===== src/rtl/dio24_led_pkg.sv =====
// Shared definitions for the DIO24 LED scheduler: per-LED FSM states,
// mode nibble bit positions and the word forced while lamp test is active.
package dio24_led_pkg;

   typedef enum logic [1:0] {
      ST_IDLE = 2'd0,
      ST_SHOW = 2'd1,
      ST_HOLD = 2'd2
   } led_state_t;

   localparam int MODE_BRIGHT = 3;
   localparam int MODE_BLINK  = 2;
   localparam int MODE_HIGH   = 1;
   localparam int MODE_INV    = 0;

   // bright=1, blink=0, high=1, inv=0
   localparam logic [3:0] LAMP_TEST_MODE = 4'b1010;

endpackage


===== src/rtl/dio24_led_arb.sv =====
// One LED channel: fixed-priority arbitration (highest index wins), a
// minimum-display hold counter and the registered mode of the current owner.
module dio24_led_arb
   import dio24_led_pkg::*;
#(
   parameter int NUM_REQ   = 4,
   parameter int HOLD_BITS = 24,
   localparam int ID_W     = (NUM_REQ > 1) ? $clog2(NUM_REQ) : 1
) (
   input  logic                 clk,
   input  logic                 reset,
   input  logic [NUM_REQ-1:0]   req,
   input  logic [4*NUM_REQ-1:0] req_mode,
   output logic [NUM_REQ-1:0]   req_ack,
   output logic                 grant_valid,
   output logic [ID_W-1:0]      grant_id,
   output logic [3:0]           mode
);

   led_state_t           state_q, state_d;
   logic [ID_W-1:0]      grant_q, grant_d, win_id;
   logic [HOLD_BITS-1:0] cnt_q, cnt_d, cnt_dec;
   logic [3:0]           mode_q, mode_d;
   logic [NUM_REQ-1:0]   ack_q, ack_d;
   logic                 any_req, take;

   always_comb begin
      win_id  = '0;
      any_req = 1'b0;
      for (int i = 0; i < NUM_REQ; i++) begin
         if (req[i]) begin
            win_id  = ID_W'(i);
            any_req = 1'b1;
         end
      end
   end

   assign cnt_dec = (cnt_q == '0) ? '0 : cnt_q - 1'b1;

   // A lower index can only take over once the owner has dropped and the hold expired.
   always_comb begin
      state_d = state_q;
      grant_d = grant_q;
      cnt_d   = cnt_dec;
      mode_d  = mode_q;
      ack_d   = '0;
      take    = 1'b0;
      case (state_q)
         ST_IDLE: begin
            cnt_d = '0;
            take  = any_req;
         end
         ST_SHOW, ST_HOLD: begin
            if (any_req && (win_id > grant_q)) begin
               take = 1'b1;
            end else if (req[grant_q]) begin
               state_d = ST_SHOW;
            end else if (cnt_q != '0) begin
               state_d = ST_HOLD;
            end else if (any_req) begin
               take = 1'b1;
            end else begin
               state_d = ST_IDLE;
            end
         end
         default: state_d = ST_IDLE;
      endcase
      if (take) begin
         state_d        = ST_SHOW;
         grant_d        = win_id;
         cnt_d          = '1;
         ack_d[win_id]  = 1'b1;
      end
      if (state_d == ST_SHOW) begin
         mode_d = req_mode[{grant_d, 2'b00} +: 4];
      end else if (state_d == ST_IDLE) begin
         mode_d  = '0;
         grant_d = '0;
         cnt_d   = '0;
      end
   end

   always_ff @(posedge clk or posedge reset) begin
      if (reset) begin
         state_q <= ST_IDLE;
         grant_q <= '0;
         cnt_q   <= '0;
         mode_q  <= '0;
         ack_q   <= '0;
      end else begin
         state_q <= state_d;
         grant_q <= grant_d;
         cnt_q   <= cnt_d;
         mode_q  <= mode_d;
         ack_q   <= ack_d;
      end
   end

   assign req_ack     = ack_q;
   assign grant_valid = (state_q != ST_IDLE);
   assign grant_id    = grant_q;
   assign mode        = mode_q;

endmodule


===== src/rtl/dio24_led_sched.sv =====
// DIO24 LED scheduler top: one arbiter per LED plus the registered
// lamp-test override of the LED driver control word.
module dio24_led_sched
   import dio24_led_pkg::*;
#(
   parameter int NUM_LEDS  = 2,
   parameter int NUM_REQ   = 4,
   parameter int HOLD_BITS = 24,
   localparam int ID_W     = (NUM_REQ > 1) ? $clog2(NUM_REQ) : 1
) (
   input  logic                          clk,
   input  logic                          reset,
   input  logic [NUM_LEDS*NUM_REQ-1:0]   req,
   input  logic [4*NUM_LEDS*NUM_REQ-1:0] req_mode,
   input  logic                          lamp_test,
   output logic [NUM_LEDS*NUM_REQ-1:0]   req_ack,
   output logic [NUM_LEDS-1:0]           grant_valid,
   output logic [NUM_LEDS*ID_W-1:0]      grant_id,
   output logic [NUM_LEDS-1:0]           leds_in,
   output logic [NUM_LEDS-1:0]           leds_bright,
   output logic [NUM_LEDS-1:0]           leds_blink,
   output logic [NUM_LEDS-1:0]           leds_high,
   output logic [NUM_LEDS-1:0]           leds_inv
);

   logic [4*NUM_LEDS-1:0] led_mode;
   logic                  lamp_q;

   for (genvar l = 0; l < NUM_LEDS; l++) begin : g_led
      dio24_led_arb #(
         .NUM_REQ   (NUM_REQ),
         .HOLD_BITS (HOLD_BITS)
      ) u_arb (
         .clk         (clk),
         .reset       (reset),
         .req         (req[l*NUM_REQ +: NUM_REQ]),
         .req_mode    (req_mode[l*4*NUM_REQ +: 4*NUM_REQ]),
         .req_ack     (req_ack[l*NUM_REQ +: NUM_REQ]),
         .grant_valid (grant_valid[l]),
         .grant_id    (grant_id[l*ID_W +: ID_W]),
         .mode        (led_mode[l*4 +: 4])
      );
   end

   // Lamp test only masks the outputs; the arbiters keep running underneath.
   always_ff @(posedge clk or posedge reset) begin
      if (reset) begin
         lamp_q <= 1'b0;
      end else begin
         lamp_q <= lamp_test;
      end
   end

   always_comb begin
      leds_in     = '0;
      leds_bright = '0;
      leds_blink  = '0;
      leds_high   = '0;
      leds_inv    = '0;
      for (int l = 0; l < NUM_LEDS; l++) begin
         if (lamp_q) begin
            leds_in[l]     = 1'b1;
            leds_bright[l] = LAMP_TEST_MODE[MODE_BRIGHT];
            leds_blink[l]  = LAMP_TEST_MODE[MODE_BLINK];
            leds_high[l]   = LAMP_TEST_MODE[MODE_HIGH];
            leds_inv[l]    = LAMP_TEST_MODE[MODE_INV];
         end else begin
            leds_in[l]     = grant_valid[l];
            leds_bright[l] = led_mode[l*4 + MODE_BRIGHT];
            leds_blink[l]  = led_mode[l*4 + MODE_BLINK];
            leds_high[l]   = led_mode[l*4 + MODE_HIGH];
            leds_inv[l]    = led_mode[l*4 + MODE_INV];
         end
      end
   end

endmodule


===== config.mk =====
export PLATFORM = sky130hd
export DESIGN_NAME = dio24_led_sched
export DESIGN_NICKNAME = d
export VERILOG_FILES = /design/src/rtl/dio24_led_pkg.sv /design/src/rtl/dio24_led_arb.sv /design/src/rtl/dio24_led_sched.sv
export SDC_FILE = /design/constraint.sdc
export NUM_CORES = 1
export LEC_CHECK = 0
export BUFFER_PORTS_ARGS = -buffer_cell sky130_fd_sc_hd__buf_2
export CORE_ASPECT_RATIO = 0.5
export CORE_MARGIN = 2
export CORE_UTILIZATION = 25
export CTS_CLUSTER_DIAMETER = 150
export DETAILED_ROUTE_END_ITERATION = 7
export PLACE_DENSITY = 0.43
export SLEW_MARGIN = 10
export SYNTH_ARGS = -nofsm -noshare
export SYNTH_HDL_FRONTEND = slang
export SYNTH_HIERARCHICAL = 1
export SYNTH_SLANG_ARGS = --single-unit

===== constraint.sdc =====
create_clock -name clk -period 3.6 [get_ports clk]
set_clock_uncertainty 0.05 [all_clocks]
set_input_delay 0.54 -clock clk [delete_from_list [all_inputs] [get_ports clk]]
set_output_delay 0.54 -clock clk [all_outputs]
set_load 0.02 [all_outputs]

---- After elaboration in Yosys (flattened, before gate mapping) ----
Cells that the tools add are included.
cells by class
  multiplexer cells ....................... 76
  equality and inequality tests ........... 6
  add/subtract/negate cells ............... 2
  order comparisons ....................... 8
  shift operators ......................... 2
  reductions and logical operators ........ 18
operators by type and width
  kind                                                                                  count
  24-bit two-way mux                                                                    10
  24-bit logical NOT                                                                    2
  24-bit nonzero test                                                                   2
  24-bit by 1-bit subtractor with 24-bit output (second input constant)                 2
  2-bit two-way mux                                                                     20
  1-bit two-way mux                                                                     32
  16-bit by 5-bit indexed part select with 4-bit output                                 2
  4-bit two-way mux                                                                     6
  2-bit by 3-bit < comparator with 1-bit output (second input constant)                 4
  2-bit by 1-bit == test with 1-bit output (second input constant)                      4
  2-bit logical NOT                                                                     4
  2-bit case mux with 2 select lines                                                    2
  2-bit nonzero test                                                                    4
  1-bit binary-select mux with 2-bit select                                             2
  1-bit demux with 2-bit select                                                         2
  2-bit == test (second input constant)                                                 2
  2-bit by 1-bit greater-or-equal comparator with 1-bit output (second input constant)  2
  2-bit greater-than comparator                                                         2
  1-bit logical AND                                                                     4
  1-bit case mux with 2 select lines                                                    2
  2-bit OR reduction                                                                    2
word-level totals
  word-level logic and storage cells ...... 123
  output and inout bits ................... 24
  bits of input ports ..................... 43
  register bits after elaboration ......... 73

---- Longest topological paths before layout ----
Gate-level depths: netlist of the first run.
  depth after elaboration ................. 13
  gate-level depth with buffers ........... 12
  depth with buffers taken out ............ 10

---- Modules after synthesis ----
The synthesis of the first run kept the hierarchy.
modules (own cells, without submodules)
  module                          area each (µm²)  cells each  sequential area each (µm²)  times used
  dio24_led_arb (g_led[0].u_arb)  2244.7           245         900.9                       1
  dio24_led_arb (g_led[1].u_arb)  2220.9           238         900.9                       1
  dio24_led_sched                 91.3             12          25.0                        1

---- Least setup slack after synthesis of the first run ----
Ideal clock, no wire load.
  path type ............................... register -> register
  from .................................... register g_led[1].u_arb.cnt_q[17]
  to ...................................... register g_led[1].u_arb.mode_q[0]
  path buffers ............................ 1
  required time ........................... 3474 ps
  arrival ................................. 2821 ps
  slack ................................... 652 ps
  setup time .............................. 76 ps
  stages on the path, launching flop included .. 10
  period minus slack after synthesis ...... 2948 ps
  cell sequence ........................... dfrtp_1 or4_4 or4_4 or4_4 o221ai_2 o221ai_2 buf_6 mux2i_1 mux2_2 o21ai_1
between the ends
  cells in the longest elaborated chain, start to end .. 8
  elaborated cells on any way between the ends .. 16
  those cells by class .................... eq/ne (1); shift (1); mux (11); reduce/logical (3)
ends and longest elaborated chain
  item                                                                                      RTL line             RTL
  from (decl)                                                                               dio24_led_arb.sv:22  logic [HOLD_BITS-1:0] cnt_q, cnt_d, cnt_dec;
  from (signal assigned)                                                                    dio24_led_arb.sv:93  cnt_q <= cnt_d;
  24-bit nonzero test *                                                                     dio24_led_arb.sv:58  end else if (cnt_q != '0) begin
  1-bit two-way mux or 2-bit two-way mux (tied branches)                                    dio24_led_arb.sv:58
  1-bit two-way mux or 2-bit two-way mux (tied branches)                                    dio24_led_arb.sv:56  end else if (req[grant_q]) begin
  1-bit two-way mux or 2-bit two-way mux (tied branches)                                    dio24_led_arb.sv:54  if (any_req && (win_id > grant_q)) begin
  1-bit case mux with 2 select lines or 2-bit case mux with 2 select lines (tied branches)  dio24_led_arb.sv:48  case (state_q)
  2-bit two-way mux                                                                         dio24_led_arb.sv:68  if (take) begin
  16-bit by 5-bit indexed part select with 4-bit output (tied with other cells)             dio24_led_arb.sv:75  mode_d = req_mode[{grant_d, 2'b00} +: 4];
  4-bit two-way mux or 2-bit nonzero test (tied branches)                                   --
  to (signal assigned)                                                                      dio24_led_arb.sv:94  mode_q <= mode_d;
  to (decl)                                                                                 dio24_led_arb.sv:23  logic [3:0] mode_q, mode_d;
Mark *: on every way between the ends. The rest lies on a longest branch, timed or not.
A chain may end at the register's enable or synchronous reset.

---- Worst setup path after layout of the first run ----
  from .................................... register g_led[1].u_arb.cnt_q[16]
  to ...................................... register g_led[1].u_arb.mode_q[3]
Same word-level chain as after synthesis.

==> metrics.txt, run 1 <==
CTS Hold Buffers Added 0; postcts setup bufs 0; global-route wire length before repair between 15000 and 20000 um; Resize count post-CTS 0; Starting Density 25.87%; Pre-antenna DRT Iters 4; Post-Route WL between 10000 and 15000 um; max_cap viols 0; WL per Instance around 14 um; main combinational cell family by area after synthesis simple AND/OR/NAND/NOR gates; Final Critical Period 3.253 ns; register area ~0.0018 sq mm; CTS HTree Levels 3; number of diodes 0; CTS Sinks 73; TritonCTS clock tree built; clk slew on worst S/H paths about 0.060 ns; Clock Tree Buf Depth 2; Initial DRC Count about 270; final worst-path cycle share between 90% and 100%; Port Buf Inserts 66; Yosys cell types just over 60; # setup viols final 0; routed vias between 3000 and 4000; synthesized flop and latch total 73; Yosys warning total 6; largest net degree at the start of global routing 37; worst-path cell chain or4_4, or4_4, or4_4, o221ai_2, o221ai_2, mux2i_1, mux2_2, o21ai_1; Layout fillers between 1500 and 2000; routability cong. approximately 0.76; die width just under 200 um; Post-Synthesis Cells about 500; Fin. Hold Viols 0; RR Endpoint g_led[1].u_arb/mode[3]; Leak about 2.5 nW; CP Capture Type flop; reg2reg start g_led[1].u_arb/cnt_q[16]; Worst path max stage delay roughly 0.55 ns; Die Y 99.47 um; met1 wire length a little over 5000 um; R2R Setup Slk 0.35 ns; I/O Pins 67; Num CTS Buffers 9; pwr dens 1071 mW/mm^2; commonest non-fill, non-tap cell in the layout dfrtp_1; site row count 34; most frequent cells in the layout dfrtp_1 (73), buf_2 (66), nor2_1 (58); fmax about 310 MHz; multiplexer area fraction after synthesis roughly 5.5%; sequential fraction of the synthesis area about two fifths; Crit Path Max Fanout 9; Setup crit start kind flop; wire length on met3 235 um; Routed Antenna Nets 0; root buf cell clkbuf_16; Avg Cell Area, Syn roughly 9.2 sq um; setup TNS 0 ns; critical path data arrival time ~3.5 ns; Post-synth EDFFs 0; Compound-Gate Fraction of Synth Area between 10% and 20%; slowest stage cell, crit path or4_4; status complete, no violations; IR drop worst, VDD 0.4158 mV; Synth async-reset ratio between 90% and 100%; simple-gate share of the synthesized area between 20% and 30%; fin. max-slew vios 0; Crit path top cell by count or4_4; initial antenna violation count 0; Synth Cell Area 0.004557 sq mm; CP Class reg2reg; gr usage total between 10% and 20%; FF-to-FF path depth 8; Overflow after GRT 0; Worst-Margin Slew between 1 and 1.5 ns; unrepaired setup endpoints after global routing no; area of the core 0.01761 sq mm; hold crit path type in2async; Slew Limit Headroom 31.09%; vias per cell ~4.6; Primary FF master, synth dfrtp_1; WP data required between 3 and 4 ns; vias in the first global route 3784; detailed placement HPWL 7877 um; Die ar. just under 0.02 sq mm; DRC 0; Synth Area in Adders under 10%; area occupied by multi-input gates around 0.0025 sq mm; fin util 31.29%; WL met2 between 5000 and 6000 um; Post-Synth XOR/XNOR Area between 7 and 8%; uppermost layer routed met4; layout net count 620; Worst-Skew Late Latency 0.34 ns; share of layout cells above drive strength 1 27.23%; area added between synthesis and finish 20.92%; Post-Syn Nets 546
[critical path: cells and delay by family (launching register included)]
family | cells | cell delay, ns
AOI/OAI and AO/OA | 3 | 0.64
DFF | 1 | 0.43
muxes | 2 | 0.48
and+or+nand+nor | 3 | 1.57
[Yosys cell counts, types with 2 or more instances]
library cell	n	area (sq um)
dfrtp_1	73	1827
nor2_1	60	225.2
a21oi_1	55	275.3
xor2_1	29	254.0
nand2_1	27	101.4
inv_1	25	93.84
nor2_2	21	131.4
mux2i_1	14	140.1
nor4_1	11	68.82
nor3_1	9	45.04
o31ai_1	9	67.56
xnor2_1	9	78.83
clkbuf_1	8	30.03
ha_1	8	100.1
mux2_2	8	90.09
nand2b_1	8	50.05
o21ai_0	8	40.04
or2_2	8	50.05
nor2b_1	7	43.79
or2_1	7	43.79
a21o_1	6	45.04
buf_2	6	30.03
a221oi_1	5	43.79
or3_1	5	31.28
or4_1	5	37.54
or4_4	5	56.30
and3_1	4	25.02
buf_6	4	45.04
o21ai_1	4	20.02
a211oi_1	3	22.52
a222oi_1	3	30.03
nand3_1	3	15.01
o21bai_1	3	22.52
o31a_1	3	26.28
nor3_2	2	20.02
nor3b_1	2	15.01
o211ai_1	2	15.01
o21ba_2	2	20.02
o221ai_2	2	30.03
[area by class of cell]
class                      instances  share of cell area [%]
timing repair buffer              81                   8.265
sequential                        73                   33.15
clock buffer                      11                   4.587
clock inverter                     4                  0.9537
tap                              234                   5.313
inverter                          25                   1.703
multi-input combinational        379                   46.03
[cell families after synthesis]
group / count (synthesis)
compound gates: 117
xor+xnor: 38
flops: 73
fa+ha+maj: 8
buf+inv: 43
mux: 23
simple gates: 193
[where the power goes]
| part | switching [W] | internal (W) |
|---|---|---|
| sequential | 0.000325 | 0.00126 |
| clock | 0.000360 | 0.000571 |
| combinational | 0.00197 | 0.00142 |
| total | 0.00266 | 0.00325 |
[worst max-delay path by stage]
stage	start	endpoint	slack (ns)	cells past startpoint
floorplan	g_led[1].u_arb/cnt_q[17]	g_led[1].u_arb/mode[0]	0.65	9
global placement	req[3]	g_led[0].u_arb/grant_id[0]	0.43	13
detailed placement	req[3]	g_led[0].u_arb/grant_id[0]	0.33	13
CTS	g_led[1].u_arb/cnt_q[17]	g_led[1].u_arb/mode[3]	0.33	8
global route	g_led[1].u_arb/cnt_q[16]	g_led[1].u_arb/mode[2]	0.17	8
finish	g_led[1].u_arb/cnt_q[16]	g_led[1].u_arb/mode[3]	0.35	8
[flip-flops by register name (all words and copies together) (netlist names)]
name,count
g_led.u_arb/req_ack,8
g_led.u_arb/cnt_q,48
g_led.u_arb/mode,8
g_led.u_arb/state_q,4
lamp_q,1
g_led.u_arb/grant_id,4
[routing by layer]
layer | GRT usage, % | vias up
met5 | 0 | -
met4 | 4.580 | 0
met2 | 21.40 | 32
li1 | - | 1884
met1 | 14.09 | 1745
met3 | 2.679 | 16
[through the flow]
step                      setup WS, ns  total power (W)  cells  area (sq um)  hold slack, ns
after floorplan                 0.6523         0.004257    495          4557          0.2187
after global placement          0.4250         0.005018    792          5205          0.3637
after detailed placement        0.3258         0.005041    792          5205          0.3632
after CTS                       0.3349         0.006006    807          5510        0.001347
after global routing            0.1717         0.006451    807          5510         0.01611
final                           0.3466         0.005902    807          5510         0.01413
Power figures use the tool's default switching activity.
==> run 2, diff against run 1 <==
--- a/config.mk
+++ b/config.mk
@@ -11,9 +11,8 @@
 export CORE_UTILIZATION = 25
 export CTS_CLUSTER_DIAMETER = 150
 export DETAILED_ROUTE_END_ITERATION = 7
-export PLACE_DENSITY = 0.43
+export PLACE_DENSITY = 0.44
 export SLEW_MARGIN = 10
 export SYNTH_ARGS = -nofsm -noshare
 export SYNTH_HDL_FRONTEND = slang
-export SYNTH_HIERARCHICAL = 1
 export SYNTH_SLANG_ARGS = --single-unit
==> metrics.txt, run 2 <==
status complete, no violations; Gate power share 53.9% (-3.5 points); share of the synthesized area in the top cell type 42.49% (+2.4 points); Overflow after GRT 0 (unchanged); Post-synth top cells dfrtp_1 (73), nor2_1 (54), a21oi_1 (51); critical path data arrival time 3.39 ns (-0.07 ns); hold crit path type in2async; site row count 33 (-2.9%); Post-synth EDFFs 0 (unchanged); Post-Route WL 10710 um (-4.1%); Die ar. 0.01833 sq mm (-5.5%); sequential fraction of the synthesis area 42.49% (+2.4 points); area added between synthesis and finish 24.10%; Final Critical Period 3.237 ns (-0.01641 ns); initial antenna violation count 0 (unchanged); Crit Path Max Fanout 26 (+17); Slew Limit Headroom 35.99% (+4.9 points); final worst-path cycle share 89.92% (-0.46 points); # setup viols final 0 (unchanged); CP Class reg2reg; I/O Pins 67 (unchanged); Pre-antenna DRT Iters 5 (+1); Clock Tree Buf Depth 2 (unchanged); largest net degree at the start of global routing 45 (+22%); clk slew on worst S/H paths 0.06 ns (about the same); fin. max-slew vios 0 (unchanged); post-route cell area 0.005335 sq mm (-3.2%); worst setup path startpoint g_led[1].u_arb.cnt_q[18]; Die Y 96.73 um (-2.8%); detailed placement HPWL 7611 um (-3.4%); worst-path cell chain or4_4, or4_1, or4_1, a21boi_0, or2_2, a221oi_2, buf_4, nor2_1, buf_4, a21oi_1; unrepaired setup endpoints after global routing no; Buf/Inv on CP 2 (+2); Fin. Hold Viols 0 (unchanged); commonest non-fill, non-tap cell in the layout dfrtp_1; CTS Sinks 73 (unchanged); switching power 0.002488 W (-6.3%); Initial DRC Count 168 (-37%); fin cells 777 (-3.7%); reg2reg start g_led[1].u_arb.cnt_q[18]; setup TNS 0 ns (unchanged); TritonCTS clock tree built; Seq pwr share 27.7% (+0.9 points); Synth Cell Area 0.004299 sq mm (-5.7%); root buf cell clkbuf_16; CTS Hold Buffers Added 0 (unchanged); routability cong. 0.8023 (+5.2%); Resize count post-CTS 0 (unchanged); die width 189.5 um (-2.8%); share of layout cells above drive strength 1 22.36% (-4.9 points); gr usage total 12.23% (+0.29 points); global-route wire length before repair 18050 um (-2.8%); DRC 0 (unchanged); Worst-Margin Slew 0.9591 ns (-0.07344 ns); WP data required 3.75 ns (-0.05 ns); largest area contributor in the netlist dfrtp_1; CTS HTree Levels 3 (unchanged); Post-Synthesis Cells 470 (-5.1%); end of the critical path g_led[1].u_arb.cnt_q[12]; Biggest register g_led.u_arb.cnt_q; most frequent cells in the layout dfrtp_1 (73), buf_2 (66), nor2_1 (52); family with the most delay on the worst path simple AND/OR/NAND/NOR gates; switch share 43.33% (-1.7 points); Stages on worst setup path 10 (+2); internal power 0.003253 W (+0.22%); vias in the first global route 3606 (-4.7%); Yosys warning total 0 (-6); Yosys cell types 55 (-9.8%); max reg flops 48 (unchanged); top-count cell post-synth dfrtp_1; layout net count 596 (-3.9%); pwr dens 1076 mW/mm^2 (+0.48%); Avg Cell Area, Syn 9.147 sq um (-0.64%); Starting Density 25.90% (+0.027 points); placed cell area 0.004982 sq mm (-4.3%); Synth async-reset ratio 100.0% (unchanged); postcts setup bufs 0 (unchanged); Worst-Skew Late Latency 0.34 ns (about the same); Routed Antenna Nets 0 (unchanged); routed vias 3583 (-2.6%); number of diodes 0 (unchanged); Cells after DPL 761 (-3.9%); top post-synthesis cells by area dfrtp_1 (42%), a21oi_1 (5.9%), xor2_1 (4.9%), nor2_1 (4.7%), mux2i_1 (4.2%); Worst path max stage delay 0.54 ns (about the same); Num CTS Buffers 9 (unchanged); Post-Syn Nets 521 (-4.6%); slowest stage cell, crit path or4_4; clock share of power 18.4% (+2.6 points); CP Capture Type flop; Setup crit start kind flop; fmax 308.9 MHz (+0.51%); Primary FF master, synth dfrtp_1; vias per cell 4.611 (+1.2%); IR drop worst, VDD 0.3407 mV (-18%); max_cap viols 0 (unchanged); Leak 2.460 nW (-1.2%); WL per Instance 13.78 um (-0.40%); area of the core 0.01660 sq mm (-5.8%); synthesized flop and latch total 73 (unchanged); Port Buf Inserts 66 (unchanged); R2R Setup Slk 0.36 ns (+0.02 ns); FF-to-FF path depth 10 (+2); RR Endpoint g_led[1].u_arb.cnt_q[12]
==> run 2: changes by cell type after synthesis, moves of 6 or more <==
cell and change:
mux2_2 -8, or2_1 -7, nor2_1 -6, nand2_1 +10, nor2_2 -21, o31ai_1 -6
nand3_1 +7
==> run 2: final cells by class <==
type                       instances  area, sq um
clock buffer                      10        239.0
clock inverter                     6        113.9
fill                            1759        11260
inverter                          21        78.83
multi-input combinational        356         2315
sequential                        73         1827
tap                              227        284.0
timing repair buffer              84        478.0
==> run 2: stage by stage <==
| step | util [%] | setup slack (ns) | hold slack [ns] | total power (W) |
|---|---|---|---|---|
| finish | 32.14 | 0.3631 | 0.2613 | 0.005741 |
| global route | 32.14 | 0.1427 | 0.2504 | 0.006272 |
| CTS | 32.14 | 0.3522 | 0.2472 | 0.005823 |
| detailed placement | 30.02 | 0.3405 | 0.4240 | 0.004733 |
| global placement | 30.02 | 0.3504 | 0.4234 | 0.004717 |
| floorplan | - | 0.2104 | 0.4077 | 0.003867 |
==> run 2: kinds of logic (layout without fill, tap and decap cells) <==
kind of cell | Yosys count | count (layout) | share of synthesized area, %
AND/OR/NAND/NOR | 186 | 186 | 22.26
AO/OA/AOI/OAI | 103 | 103 | 15.75
flip-flops | 73 | 73 | 42.49
buffers and inverters | 41 | 121 | 3.871
XOR/XNOR | 38 | 38 | 7.742
multiplexers | 21 | 21 | 5.559
adder cells (fa/ha/maj) | 8 | 8 | 2.328
==> run 2: worst min path at each step <==
stage,startpoint,depth (start not counted),slack (ns),end
CTS,lamp_test,1,0.25,lamp_q
global route,lamp_test,1,0.25,lamp_q
detailed placement,g_led[0].u_arb.mode[1],1,0.42,g_led[0].u_arb.mode[1]
global placement,g_led[0].u_arb.mode[3],1,0.42,g_led[0].u_arb.mode[3]
finish,reset,2,0.26,g_led[0].u_arb.cnt_q[18]
floorplan,g_led[0].u_arb.mode[1],1,0.41,g_led[0].u_arb.mode[1]
==> run 2: layer usage <==
metal,routed length [um],vias to the layer above,GRT usage [%]
met4,157,0,3.637
met5,0,-,0
met3,264,13,3.302
li1,-,1820,-
met2,5038,33,19.92
met1,5250,1717,15.89
==> run 2: power by group through the flow <==
stage	combinational (W)	sequential (W)	clock (W)
after floorplan	0.00230	0.00157	0
after global placement	0.00311	0.00160	0
after detailed placement	0.00313	0.00160	0
after CTS	0.00314	0.00159	0.00109
after global routing	0.00350	0.00165	0.00112
final	0.00310	0.00159	0.00106
==> run 3, diff against run 2 <==
--- a/config.mk
+++ b/config.mk
@@ -6,7 +6,7 @@
 export NUM_CORES = 1
 export LEC_CHECK = 0
 export BUFFER_PORTS_ARGS = -buffer_cell sky130_fd_sc_hd__buf_2
-export CORE_ASPECT_RATIO = 0.5
+export CORE_ASPECT_RATIO = 1.5
 export CORE_MARGIN = 2
 export CORE_UTILIZATION = 25
 export CTS_CLUSTER_DIAMETER = 150
==> metrics.txt, run 3 (synthesis results as in run 2) <==
status complete, no violations; Slew Limit Headroom 35.22% (-0.78 points); Layout fillers 1800 (+2.3%); CP Capture Type flop; pwr dens 1062 mW/mm^2 (-1.3%); share of layout cells above drive strength 1 21.86% (-0.51 points); Setup crit start kind flop; Port Buf Inserts 66 (unchanged); Clock Tree Buf Depth 2 (unchanged); TritonCTS clock tree built; unrepaired setup endpoints after global routing no; IR drop worst, VDD 0.3342 mV (-1.9%); CTS Hold Buffers Added 0 (unchanged); Cells after DPL 744 (-2.2%); routability cong. 0.7867 (-1.9%); Worst-Skew Late Latency 0.34 ns (about the same); area added between synthesis and finish 21.92%; clk slew on worst S/H paths 0.06 ns (about the same); Fin. Hold Viols 0 (unchanged); fin. max-slew vios 0 (unchanged); largest net degree at the start of global routing 74 (+64%); fin cells 759 (-2.3%); Starting Density 25.54% (-0.37 points); max reg flops 48 (unchanged); FF-to-FF path depth 9 (-1); CP Class reg2reg; Final Critical Period 3.271 ns (+0.03403 ns); Pwr Total 0.005567 W (-3.0%); Resize count post-CTS 0 (unchanged); Num CTS Buffers 9 (unchanged); slowest stage cell, crit path or4_4; area occupied by multi-input gates 0.002312 sq mm (-0.11%); hold crit path type in2reg; commonest non-fill, non-tap cell in the layout dfrtp_1; # setup viols final 0 (unchanged); initial antenna violation count 0 (unchanged); Worst-Margin Slew 0.9718 ns (+0.01268 ns); vias per cell 4.835 (+4.9%); fmax 305.7 MHz (-1.0%); WP data required 3.78 ns (+0.03 ns); area of the core 0.01684 sq mm (+1.4%); Overflow after GRT 0 (unchanged); Crit Path Max Fanout 7 (-73%); gr usage total 12.59% (+0.36 points); final worst-path cycle share 90.86% (+0.95 points); register area 0.001827 sq mm (unchanged); Post-Route WL 11190 um (+4.5%); max_cap viols 0 (unchanged); layout net count 596 (unchanged); Pre-antenna DRT Iters 4 (-1); Routed Antenna Nets 0 (unchanged); postcts setup bufs 0 (unchanged); CTS Sinks 73 (unchanged); global-route wire length before repair 18460 um (+2.3%); most frequent cells in the layout dfrtp_1 (73), buf_2 (66), nor2_1 (53); detailed placement HPWL 8083 um (+6.2%); Leak 2.430 nW (-1.2%); Biggest register g_led.u_arb.cnt_q; setup TNS 0 ns (unchanged); CTS HTree Levels 3 (unchanged); routed vias 3670 (+2.4%); I/O Pins 67 (unchanged); Die Y 164.6 um (+70%); vias in the first global route 3774 (+4.7%); root buf cell clkbuf_16; Die ar. 0.01828 sq mm (-0.23%); number of diodes 0 (unchanged); fin util 31.13% (-1.0 points); WL per Instance 14.75 um (+7.0%); site row count 58 (+76%); die width 111.1 um (-41%); DRC 0 (unchanged); critical path data arrival time 3.45 ns (+0.06 ns); worst-path cell chain or4_4, or3_4, nor3_4, o221ai_2, a211oi_4, mux2i_1, buf_4, a211o_1, a32o_1; Worst path max stage delay 0.58 ns (+0.04 ns); Initial DRC Count 140 (-17%); worst hold stages 1
-- run 3: cell types whose count changed in the layout (fill, tap and decap cells not counted), sizes merged --
cell	previous run	this run
clkinv	0	1
bufinv	3	0
inv	22	21
clkinvlp	2	1
clkbuf	10	13
-- run 3: worst paths after layout --
kind                                          from                        to  slack, ns
setup / recovery           g_led[0].u_arb.cnt_q[3]    g_led[0].u_arb.mode[2]       0.33
hold / removal                           lamp_test                    lamp_q       0.26
setup reg to reg           g_led[0].u_arb.cnt_q[3]    g_led[0].u_arb.mode[2]       0.33
hold reg to reg             g_led[0].u_arb.mode[3]    g_led[0].u_arb.mode[3]       0.44
max in group asynchronous                    reset   g_led[0].u_arb.cnt_q[9]       2.41
min in group asynchronous                    reset  g_led[1].u_arb.cnt_q[19]       0.46
-- run 3: worst max-delay path: cells and delay by family, from the launching register on --
| family | cells | cell delay, ns |
|---|---|---|
| compound gates | 4 | 1.04 |
| simple gates | 3 | 1.35 |
| flops | 1 | 0.43 |
| buf+inv | 1 | 0.17 |
| mux | 1 | 0.11 |
-- run 3: metrics by stage --
step	worst slack [ns]	instance area, sq um	hold slack [ns]
after floorplan	0.2104	4299	0.4077
after global placement	0.3557	4959	0.4273
after detailed placement	0.2744	4959	0.4316
after CTS	0.3087	5241	0.2473
after global routing	0.1339	5241	0.2500
final	0.3290	5241	0.2603
-- run 3: layout make-up --
class | instances | area share (%)
sequential | 73 | 34.85
tap | 210 | 5.013
inverter | 21 | 1.504
multi-input combinational | 356 | 44.12
timing repair buffer | 84 | 9.119
clock inverter | 2 | 0.2387
clock buffer | 13 | 5.156
-- run 3: routing by layer --
| layer | vias up | GRT usage, % | wire, um |
|---|---|---|---|
| met3 | 11 | 2.679 | 273 |
| met5 | - | 0 | 0 |
| met4 | 0 | 5.219 | 167 |
| li1 | 1817 | - | - |
| met1 | 1808 | 14.19 | 4617 |
| met2 | 34 | 23.09 | 6135 |
-- run 3: power by group --
group	leakage, nW	switching [W]	internal [W]
Combinational	1.39	0.00179	0.00132
Sequential	0.907	0.000335	0.00125
Clock	0.138	0.000345	0.000519
